==> src/rtl/uart_pkt_buffer_pkg.sv <==
// rtl/uart_pkt_buffer_pkg.sv - shared widths, FSM encoding and helpers for the packet buffer
package uart_pkt_buffer_pkg;

  localparam int PKT_DATA_W = 128;
  localparam int DROP_CNT_W = 16;

  // Transmit sequencer states; binary encoding keeps the state register at 2 bits.
  typedef enum logic [1:0] {
    ST_IDLE      = 2'd0,
    ST_WAIT_BUSY = 2'd1,
    ST_WAIT_DONE = 2'd2
  } pkt_state_e;

  // Saturating increment used by the overflow counter so it parks at all-ones.
  function automatic logic [DROP_CNT_W-1:0] sat_inc(input logic [DROP_CNT_W-1:0] v);
    return (v == {DROP_CNT_W{1'b1}}) ? v : v + DROP_CNT_W'(1);
  endfunction

endpackage

==> src/rtl/uart_pkt_buffer_if.sv <==
// rtl/uart_pkt_buffer_if.sv - receive/transmit handshake and status bundle for the packet buffer
interface uart_pkt_buffer_if
  import uart_pkt_buffer_pkg::*;
#(
  parameter int DATA_W = PKT_DATA_W,
  parameter int DEPTH  = 4
);

  logic                    recv_done;
  logic [DATA_W-1:0]       recv_data;
  logic                    tx_busy;
  logic                    send_en;
  logic [DATA_W-1:0]       send_data;
  logic [$clog2(DEPTH):0]  fifo_count;
  logic [DROP_CNT_W-1:0]   drop_cnt;

  // The buffer itself sits on the slave side.
  modport slave (
    input  recv_done, recv_data, tx_busy,
    output send_en, send_data, fifo_count, drop_cnt
  );

  // Receiver/transmitter side (or a bench standing in for them).
  modport master (
    output recv_done, recv_data, tx_busy,
    input  send_en, send_data, fifo_count, drop_cnt
  );

endinterface

==> src/rtl/uart_pkt_buffer_pkt_fifo.sv <==
// rtl/uart_pkt_buffer_pkt_fifo.sv - register FIFO of packets; overflow policy set by UART_PKT_OVERWRITE_EN
module pkt_fifo #(
  parameter int DATA_W = 128,
  parameter int DEPTH  = 4
) (
  input  logic                   clk,
  input  logic                   rst_n,
  input  logic                   push,
  input  logic [DATA_W-1:0]      push_data,
  input  logic                   pop,
  output logic [DATA_W-1:0]      head_data,
  output logic [$clog2(DEPTH):0] count,
  output logic                   empty,
  output logic                   overflow
);

  localparam int PTR_W = $clog2(DEPTH);

  logic [DATA_W-1:0] mem [DEPTH];
  logic [PTR_W-1:0]  wr_ptr;
  logic [PTR_W-1:0]  rd_ptr;
  logic              full;
  logic              do_pop;
  logic              do_write;
  logic              adv_rd;

  // Decide what a push/pop pair does this cycle, including the full-queue policy.
  always_comb begin
    full     = (count == (PTR_W+1)'(DEPTH));
    empty    = (count == '0);
    do_pop   = pop & ~empty;
    overflow = push & full & ~do_pop;
`ifdef UART_PKT_OVERWRITE_EN
    // Oldest entry is sacrificed: the write lands on the head slot and the head moves on.
    do_write = push;
    adv_rd   = do_pop | overflow;
`else
    // Newest packet is discarded; queued contents stay as they are.
    do_write = push & ~overflow;
    adv_rd   = do_pop;
`endif
  end

  assign head_data = mem[rd_ptr];

  // Pointer and occupancy bookkeeping; count is kept separately from the wrapping pointers.
  always_ff @(posedge clk or negedge rst_n) begin
    if (!rst_n) begin
      wr_ptr <= '0;
      rd_ptr <= '0;
      count  <= '0;
    end else begin
      if (do_write) wr_ptr <= wr_ptr + 1'b1;
      if (adv_rd)   rd_ptr <= rd_ptr + 1'b1;
      if (do_write & ~adv_rd)      count <= count + 1'b1;
      else if (adv_rd & ~do_write) count <= count - 1'b1;
    end
  end

  // Packet storage; contents are meaningless until counted in, so no reset is needed.
  always_ff @(posedge clk) begin
    if (do_write) mem[wr_ptr] <= push_data;
  end

endmodule

==> src/rtl/uart_pkt_buffer.sv <==
// rtl/uart_pkt_buffer.sv - queues received packets and replays them to the transmitter; UART_PKT_OVERWRITE_EN selects overflow policy
module uart_pkt_buffer
  import uart_pkt_buffer_pkg::*;
#(
  parameter int DATA_W       = PKT_DATA_W,
  parameter int DEPTH        = 4,
  parameter int BUSY_TIMEOUT = 16
) (
  input  logic             sys_clk,
  input  logic             sys_rst_n,
  uart_pkt_buffer_if.slave bus
);

  localparam int TMO_W = $clog2(BUSY_TIMEOUT + 1);

  logic                   recv_done_d;
  logic                   push;
  logic [DATA_W-1:0]      head_data;
  logic [$clog2(DEPTH):0] fifo_count;
  logic                   fifo_empty;
  logic                   overflow;
  pkt_state_e             state_q;
  pkt_state_e             state_d;
  logic [TMO_W-1:0]       tmo_q;
  logic                   launch;
  logic                   send_en_q;
  logic [DATA_W-1:0]      send_data_q;
  logic [DROP_CNT_W-1:0]  drop_cnt_q;

  // A held recv_done level counts once: only its rising edge pushes.
  assign push = bus.recv_done & ~recv_done_d;

  // Remember last recv_done level for edge detection.
  always_ff @(posedge sys_clk or negedge sys_rst_n) begin
    if (!sys_rst_n) recv_done_d <= 1'b0;
    else            recv_done_d <= bus.recv_done;
  end

  pkt_fifo #(
    .DATA_W (DATA_W),
    .DEPTH  (DEPTH)
  ) u_fifo (
    .clk       (sys_clk),
    .rst_n     (sys_rst_n),
    .push      (push),
    .push_data (bus.recv_data),
    .pop       (launch),
    .head_data (head_data),
    .count     (fifo_count),
    .empty     (fifo_empty),
    .overflow  (overflow)
  );

  // Next-state logic: launch from IDLE, wait for busy to rise (with timeout), then for it to fall.
  always_comb begin
    state_d = state_q;
    launch  = 1'b0;
    unique case (state_q)
      ST_IDLE: begin
        if (!fifo_empty && !bus.tx_busy) begin
          launch  = 1'b1;
          state_d = ST_WAIT_BUSY;
        end
      end
      ST_WAIT_BUSY: begin
        if (bus.tx_busy)                             state_d = ST_WAIT_DONE;
        else if (tmo_q == TMO_W'(BUSY_TIMEOUT - 1)) state_d = ST_IDLE;
      end
      ST_WAIT_DONE: begin
        if (!bus.tx_busy) state_d = ST_IDLE;
      end
      default: state_d = ST_IDLE;
    endcase
  end

  // State register plus the busy-wait timer, which only runs while staying in WAIT_BUSY.
  always_ff @(posedge sys_clk or negedge sys_rst_n) begin
    if (!sys_rst_n) begin
      state_q <= ST_IDLE;
      tmo_q   <= '0;
    end else begin
      state_q <= state_d;
      if (state_q == ST_WAIT_BUSY && state_d == ST_WAIT_BUSY) tmo_q <= tmo_q + 1'b1;
      else                                                     tmo_q <= '0;
    end
  end

  // Registered launch pulse; send_data holds the popped packet until the next launch.
  always_ff @(posedge sys_clk or negedge sys_rst_n) begin
    if (!sys_rst_n) begin
      send_en_q   <= 1'b0;
      send_data_q <= '0;
    end else begin
      send_en_q <= launch;
      if (launch) send_data_q <= head_data;
    end
  end

  // Count packets lost to a full queue, parking at the maximum value.
  always_ff @(posedge sys_clk or negedge sys_rst_n) begin
    if (!sys_rst_n)    drop_cnt_q <= '0;
    else if (overflow) drop_cnt_q <= sat_inc(drop_cnt_q);
  end

  assign bus.send_en    = send_en_q;
  assign bus.send_data  = send_data_q;
  assign bus.fifo_count = fifo_count;
  assign bus.drop_cnt   = drop_cnt_q;

endmodule

==> src/flat_wrapper.sv <==
// flat-port wrapper written by rule: the top's interface ports become plain ports
module uart_pkt_buffer_flat import uart_pkt_buffer_pkg::*;
#(
  parameter int DATA_W       = PKT_DATA_W,
  parameter int DEPTH        = 4,
  parameter int BUSY_TIMEOUT = 16
)
  (sys_clk, sys_rst_n, bus_recv_done, bus_recv_data, bus_tx_busy, bus_send_en, bus_send_data, bus_fifo_count, bus_drop_cnt);
  uart_pkt_buffer_if #(.DATA_W(DATA_W), .DEPTH(DEPTH)) bus_i ();
  input  logic sys_clk;
  input  logic sys_rst_n;
  input wire logic [$bits(bus_i.recv_done)-1:0] bus_recv_done;
  input wire logic [$bits(bus_i.recv_data)-1:0] bus_recv_data;
  input wire logic [$bits(bus_i.tx_busy)-1:0] bus_tx_busy;
  output wire logic [$bits(bus_i.send_en)-1:0] bus_send_en;
  output wire logic [$bits(bus_i.send_data)-1:0] bus_send_data;
  output wire logic [$bits(bus_i.fifo_count)-1:0] bus_fifo_count;
  output wire logic [$bits(bus_i.drop_cnt)-1:0] bus_drop_cnt;
  assign bus_i.recv_done = bus_recv_done;
  assign bus_i.recv_data = bus_recv_data;
  assign bus_i.tx_busy = bus_tx_busy;
  assign bus_send_en = bus_i.send_en;
  assign bus_send_data = bus_i.send_data;
  assign bus_fifo_count = bus_i.fifo_count;
  assign bus_drop_cnt = bus_i.drop_cnt;
  uart_pkt_buffer #(.DATA_W(DATA_W), .DEPTH(DEPTH), .BUSY_TIMEOUT(BUSY_TIMEOUT)) u_core (.sys_clk(sys_clk), .sys_rst_n(sys_rst_n), .bus(bus_i));
endmodule
==> config.mk <==
export PLATFORM = sky130hd
export DESIGN_NAME = uart_pkt_buffer_flat
export DESIGN_NICKNAME = d
export VERILOG_FILES = /design/src/rtl/uart_pkt_buffer_pkg.sv /design/src/rtl/uart_pkt_buffer_if.sv /design/src/rtl/uart_pkt_buffer_pkt_fifo.sv /design/src/rtl/uart_pkt_buffer.sv /design/src/flat_wrapper.sv
export SDC_FILE = /design/constraint.sdc
export NUM_CORES = 1
export LEC_CHECK = 0
export BUFFER_PORTS_ARGS = -buffer_cell sky130_fd_sc_hd__buf_2
export CORE_MARGIN = 5
export CORE_UTILIZATION = 45
export DETAILED_ROUTE_END_ITERATION = 10
export GPL_ROUTABILITY_DRIVEN = 0
export RECOVER_POWER = 25
export SLEW_MARGIN = 25
export SYNTH_ARGS = -nofsm -noshare
export SYNTH_HDL_FRONTEND = slang
export SYNTH_SLANG_ARGS = --single-unit
==> constraint.sdc <==
create_clock -name sys_clk -period 5.3 [get_ports sys_clk]
set_clock_uncertainty 0.15 [all_clocks]
set_input_delay 0.795 -clock sys_clk [delete_from_list [all_inputs] [get_ports sys_clk]]
set_output_delay 0.795 -clock sys_clk [all_outputs]
set_load 0.005 [all_outputs]
Yosys cells after proc, flatten, opt, wreduce, memory -nomap -nowiden
Memories as Yosys holds them, arrays and structs flattened. A register that Yosys moved wholly into a read port is not among the register bits.
Index checks and enable logic that the tools add are counted.
Operators by class
  bitwise operators: 13
  equal/unequal tests: 6
  shift operators: 0
  multipliers: 0
  add/subtract/negate cells: 6
  reductions and logical operators: 9
  magnitude comparators: 0
  mux-type cells: 12
  div/mod/pow operators: 0
Operators by type and width (count)
  16-bit by 1-bit adder with 16-bit output (second input constant): 1
  16-bit == test (second input constant): 1
  2-bit two-way mux: 4
  1-bit bitwise AND: 7
  3-bit two-way mux: 2
  1-bit inverter: 6
  2-bit one-hot mux with 3 select lines: 1
  5-bit by 1-bit adder with 5-bit output (second input constant): 1
  5-bit by 4-bit == test with 1-bit output (second input constant): 1
  5-bit two-way mux: 1
  2-bit by 1-bit adder with 2-bit output (second input constant): 2
  2-bit by 1-bit == test with 1-bit output (second input constant): 2
  1-bit two-way mux: 4
  3-bit by 1-bit adder with 3-bit output (second input constant): 1
  3-bit == test (second input constant): 1
  1-bit zero test: 3
  3-bit zero test: 1
  3-bit by 1-bit subtractor with 3-bit output (second input constant): 1
  2-bit == test (second input constant): 1
  1-bit logical AND: 2
  2-bit zero test: 1
  2-bit AND reduction: 1
  2-bit nonzero test: 1
Storage, ports and cells
  input port bits: 132
  bits in read-only memories: 0
  memories: 1
  latch bits: 0
  memory bits (writable): 512
  register bits: 32
Memories
  u_core.u_fifo.mem: depth 4, width 128, read ports 1, clocked after Yosys merged registers in 1, write ports 1, line uart_pkt_buffer_pkt_fifo.sv:19  | logic [DATA_W-1:0] mem [DEPTH];

Depth between registers and ports, before layout
  depth in word-level cells: 14
  mapped depth: 12
  gate-level depth less buffers: 9

By module
Synthesis repeated with hierarchy kept, for this count alone.
Unflattened totals
  cells, all modules: 1079
  area, all modules: 24871.4 sq um
By module, submodules not included
  pkt_fifo: area an instance 18899.4 sq um, times used 1, cells each 705, seq. area each 15549.9 sq um
  uart_pkt_buffer: area an instance 5972.0 sq um, times used 1, cells each 374, seq. area each 3828.7 sq um

Worst setup path after synthesis
Ideal clock, no wire load.
  path kind: input to register
  start point: input bus_tx_busy
  end point: memory u_core.u_fifo.mem[2][0] (enable)
  setup time: 502 ps
  arrival: 4570 ps
  stages on the path: 4
  slack: 78 ps
  cell sequence: nor3_1 nor3_4 nor3b_2 and2_1
Between the ends
  cells in the longest elaborated chain, start to end: 11
Ends and longest elaborated chain
  from (decl): line flat_wrapper.sv:14  | input wire logic [$bits(bus_i.tx_busy)-1:0] bus_tx_busy;
  1-bit zero test: line uart_pkt_buffer.sv:60  | if (!fifo_empty && !bus.tx_busy) begin
  1-bit logical AND: line uart_pkt_buffer.sv:60
  1-bit two-way mux: line uart_pkt_buffer.sv:60
  1-bit two-way mux: line uart_pkt_buffer.sv:58  | unique case (state_q)
  1-bit bitwise AND: line uart_pkt_buffer_pkt_fifo.sv:31  | do_pop = pop & ~empty;
  1-bit inverter: line uart_pkt_buffer_pkt_fifo.sv:32  | overflow = push & full & ~do_pop;
  1-bit bitwise AND: line uart_pkt_buffer_pkt_fifo.sv:32
  1-bit inverter: line uart_pkt_buffer_pkt_fifo.sv:39  | do_write = push & ~overflow;
  1-bit bitwise AND: line uart_pkt_buffer_pkt_fifo.sv:39
  named net u_core.u_fifo.do_write: line uart_pkt_buffer_pkt_fifo.sv:24  | logic do_write;
  1-bit two-way mux: line uart_pkt_buffer_pkt_fifo.sv:62  | if (do_write) mem[wr_ptr] <= push_data;
  1-bit two-way mux (not written as such): line uart_pkt_buffer_pkt_fifo.sv:62
  to (decl): line uart_pkt_buffer_pkt_fifo.sv:19
The timed path passes the listed nets, and every way through them passes these cells.

Worst setup path after layout
  start point: register u_core.state_q[0]
  end point: memory u_core.u_fifo.mem[1][64] (enable)
Between the ends
  cells in the longest elaborated chain, start to end: 9
Ends and longest elaborated chain
  from (decl): line uart_pkt_buffer.sv:22  | pkt_state_e state_q;
  from (signal assigned): line uart_pkt_buffer.sv:82  | state_q <= state_d;
  2-bit zero test: line uart_pkt_buffer.sv:58
  1-bit two-way mux: line uart_pkt_buffer.sv:58
  1-bit bitwise AND: line uart_pkt_buffer_pkt_fifo.sv:31
  1-bit inverter: line uart_pkt_buffer_pkt_fifo.sv:32
  1-bit bitwise AND: line uart_pkt_buffer_pkt_fifo.sv:32
  1-bit inverter: line uart_pkt_buffer_pkt_fifo.sv:39
  1-bit bitwise AND: line uart_pkt_buffer_pkt_fifo.sv:39
  named net u_core.u_fifo.do_write: line uart_pkt_buffer_pkt_fifo.sv:24
  1-bit two-way mux: line uart_pkt_buffer_pkt_fifo.sv:62
  1-bit two-way mux (not written as such): line uart_pkt_buffer_pkt_fifo.sv:62
The timed path passes the listed nets, and every way through them passes these cells.

==> impl_metrics.csv <==
group,metric,value,unit
outcome,status,"finished, final reports clean",
timing,slew_headroom,0.390,
synthesis,yosysWarnings,0,
layout,final_area,29200,sq um
cts,cts_tree,"done",
layout,fin_nets,1545,
drt,routed_wl,50000,um
timing,rsz0062_at_grt,"no",
worst_setup_path,required,5.36,ns
timing,hold_violations,0,
worst_setup_path,crit_slowest_cell,"and2_4",
grt,grt_remaining_overflow,0,
synthesis,yosysTopAreaCell,"edfxtp_1",
drt,vias,11400,
worst_setup_path,path_cells,"nor3_1 -> nor3_4 -> nor3b_2 -> buf_4 -> and2_4 -> buf_12",
place,dp_slack,1.77,ns
grt,antenna_found_initial,6,
worst_setup_path,start_kind,"flop",
synthesis,synth_edf_count,512,
layout,drive_gt1_frac,0.394,
timing,fmax,340,MHz
timing,setup_ws,2.36,ns
hold_path,hp-class,"in -> reg",
synthesis,synth_most_common_cell,"edfxtp_1",
floorplan,die_area,59500,sq um
worst_setup_path,arrival,3.00,ns
grt,grt_pass1_vias,12400,
drt,vias_per_cell,5.27,
synthesis,yosys_register_bits,672,
place,placed_cell_area,27000,sq um
worst_setup_path,cp-end-kind,"flop",
drt,wl_per_cell,23.2,um
grt,track_usage,0.170,
cts,clock-root-buffer,"clkbuf_16",
cts,cts_made_buffers,70,
drt,drc,0,
synthesis,synthTopCellsByArea,"edfxtp_1 (62%), dfrtp_1 (16%), mux4_2 (12%)",
grt,grt_pass1_wl,77300,um
cts,cts_resized,0,
synthesis,synth.avg_cell_area,22.9,sq um
timing,setup_viol,0,
timing,setup_tns,0,ns
flow_run,cap_violations,0,
synthesis,synth_top_area_share,0.624,
synthesis,syn_inst,1074,
cts,insertion_delay,0.58,ns
synthesis,netlist_area,24600,sq um
worst_setup_path,critical_path_class,"reg -> reg",
floorplan,coreArea,54000,sq um
power_and_ir_drop,ir_worst_vdd,301,uV
floorplan,io_pins,280,
floorplan,rows,85,
layout,area_delta_synth_final,18.3,%
drt,detail_route.iter0.violations,579,
timing,worstMarginPinSlew,0.916,ns
cts,clockBufferDepth,3,
worst_setup_path,cp_max_fo,64,
floorplan,die_h,244,um
power_and_ir_drop,power,15.8,mW
timing,finalCritPeriodShare,0.555,
power_and_ir_drop,power_density,542,nW/um^2
synthesis,synth.distinct_cells,33,
synthesis,synth-main-ff-cell,"edfxtp_1",
worst_setup_path,max_stage_delay,0.58,ns
cts,clock_sinks,672,
drt,ant_nets,0,
floorplan,initial_utilization,0.456,
place,dp.cells,2026,
floorplan,die_w,244,um
power_and_ir_drop,leakage,10.3,nW
drt,dr.pass1.iters,4,
place,port_buffers,279,
grt,grt_max_degree,111,
synthesis,synth_seq_area_share,0.786,
cts,cts_max_level,3,
timing,maxSlewViolCount,0,
layout,final_cells,2158,
place,hpwl,30200,um
cts,clk_pin_slew,0.06,ns
timing,period_needed,2.94,ns
synthesis,synth_fp_nets,1215,
synthesis,ys_async_sr_fraction,0.238,
synthesis,yosys-top-cells-count,"edfxtp_1 (512), dfrtp_1 (160), mux2_2 (129)",
cells in the final DEF, fill, tap and decap left out, types with 5 or more instances in the layout:
cell type,Yosys,routed
buf_4,0,15
nand3_1,5,5
ha_1,8,8
clkbuf_16,0,74
nor2_1,10,10
clkbuf_1,20,123
mux4_2,128,128
mux2_2,129,129
clkinv_2,0,14
buf_12,0,8
clkbuf_8,0,8
inv_1,7,7
dfrtp_1,160,158
edfxtp_1,512,512
nand2_1,13,13
buf_2,18,176
xnor2_1,11,11
xor2_1,12,12
registers in the layout, summed over array words and instances (netlist names):
name	flops
u_core.state_q	2
u_core.recv_done_d	1
u_core.u_fifo.mem	512
u_core.bus.send_data	128
u_core.u_fifo.count	3
u_core.bus.drop_cnt	16
u_core.u_fifo.rd_ptr	2
u_core.u_fifo.wr_ptr	2
u_core.tmo_q	5
u_core.bus.send_en	1
metrics by stage:
| stage | utilization | hold slack (ns) |
|---|---|---|
| 6_report | 0.540 | 0.221 |
| 2_1_floorplan | - | 0.283 |
| 4_1_cts | 0.541 | 0.154 |
| 3_3_place_gp | 0.500 | 0.301 |
| 3_5_place_dp | 0.500 | 0.304 |
| 5_1_grt | 0.540 | 0.196 |
worst max-delay path: cells and delay by family (launching register included):
kind / cells / cell delay, ns
flops: 1 / 0.40
buf+inv: 2 / 0.58
simple gates: 4 / 1.27
power breakdown:
| group | switching, mW | internal [mW] | leakage [nW] |
|---|---|---|---|
| clock network | 1.93 | 2.81 | 1.10 |
| registers | 0.611 | 6.69 | 6.57 |
| logic | 1.65 | 2.09 | 2.63 |
worst paths after layout:
path,startpoint,endpoint,slack (ns),cells past startpoint
worst min register to register,u_core.tmo_q[0],u_core.tmo_q[0],0.30,1
min in group asynchronous,sys_rst_n,u_core.bus.drop_cnt[12],0.51,2
max in group asynchronous,sys_rst_n,u_core.bus.send_data[64],3.74,3
worst max register to register,u_core.state_q[0],u_core.u_fifo.mem[1][64],2.36,6
worst min-delay path,bus_recv_done,u_core.recv_done_d,0.22,1
worst max-delay path,u_core.state_q[0],u_core.u_fifo.mem[1][64],2.36,6
cell families after synthesis:
kind of cell | synth area share
AO/OA/AOI/OAI | 0.00127
XOR/XNOR | 0.00883
adder cells (fa/ha/maj) | 0.00487
buffers and inverters | 0.00929
flip-flops | 0.786
multiplexers | 0.176
AND/OR/NAND/NOR | 0.0135
what timing repair did:
item | in CTS | in global routing
hold endpoints to repair | 0 | 25
hold buffers | 0 | 1
buffers inserted | 0 | 0
per-layer routing:
| metal | share of wire | vias to the layer above | wire, um | global-route usage |
|---|---|---|---|---|
| li1 | - | 5025 | - | - |
| met1 | 0.42 | 6003 | 20900 | 0.225 |
| met2 | 0.50 | 258 | 25200 | 0.281 |
| met3 | 0.060 | 74 | 3020 | 0.0423 |
| met4 | 0.019 | 4 | 962 | 0.0528 |
| met5 | 0.00052 | - | 26 | 0 |
layout make-up:
type,instances,area [sq um]
diodes,4,10.0
repair buffers,304,1590
clock inverters,23,191
clock buffers,103,2040
well taps,696,871
flip-flops and latches,672,19400
fillers,4262,24900
multi-input cells,349,5050
inverters,7,26.3
Note: power is estimated with default switching activity, not from simulation.
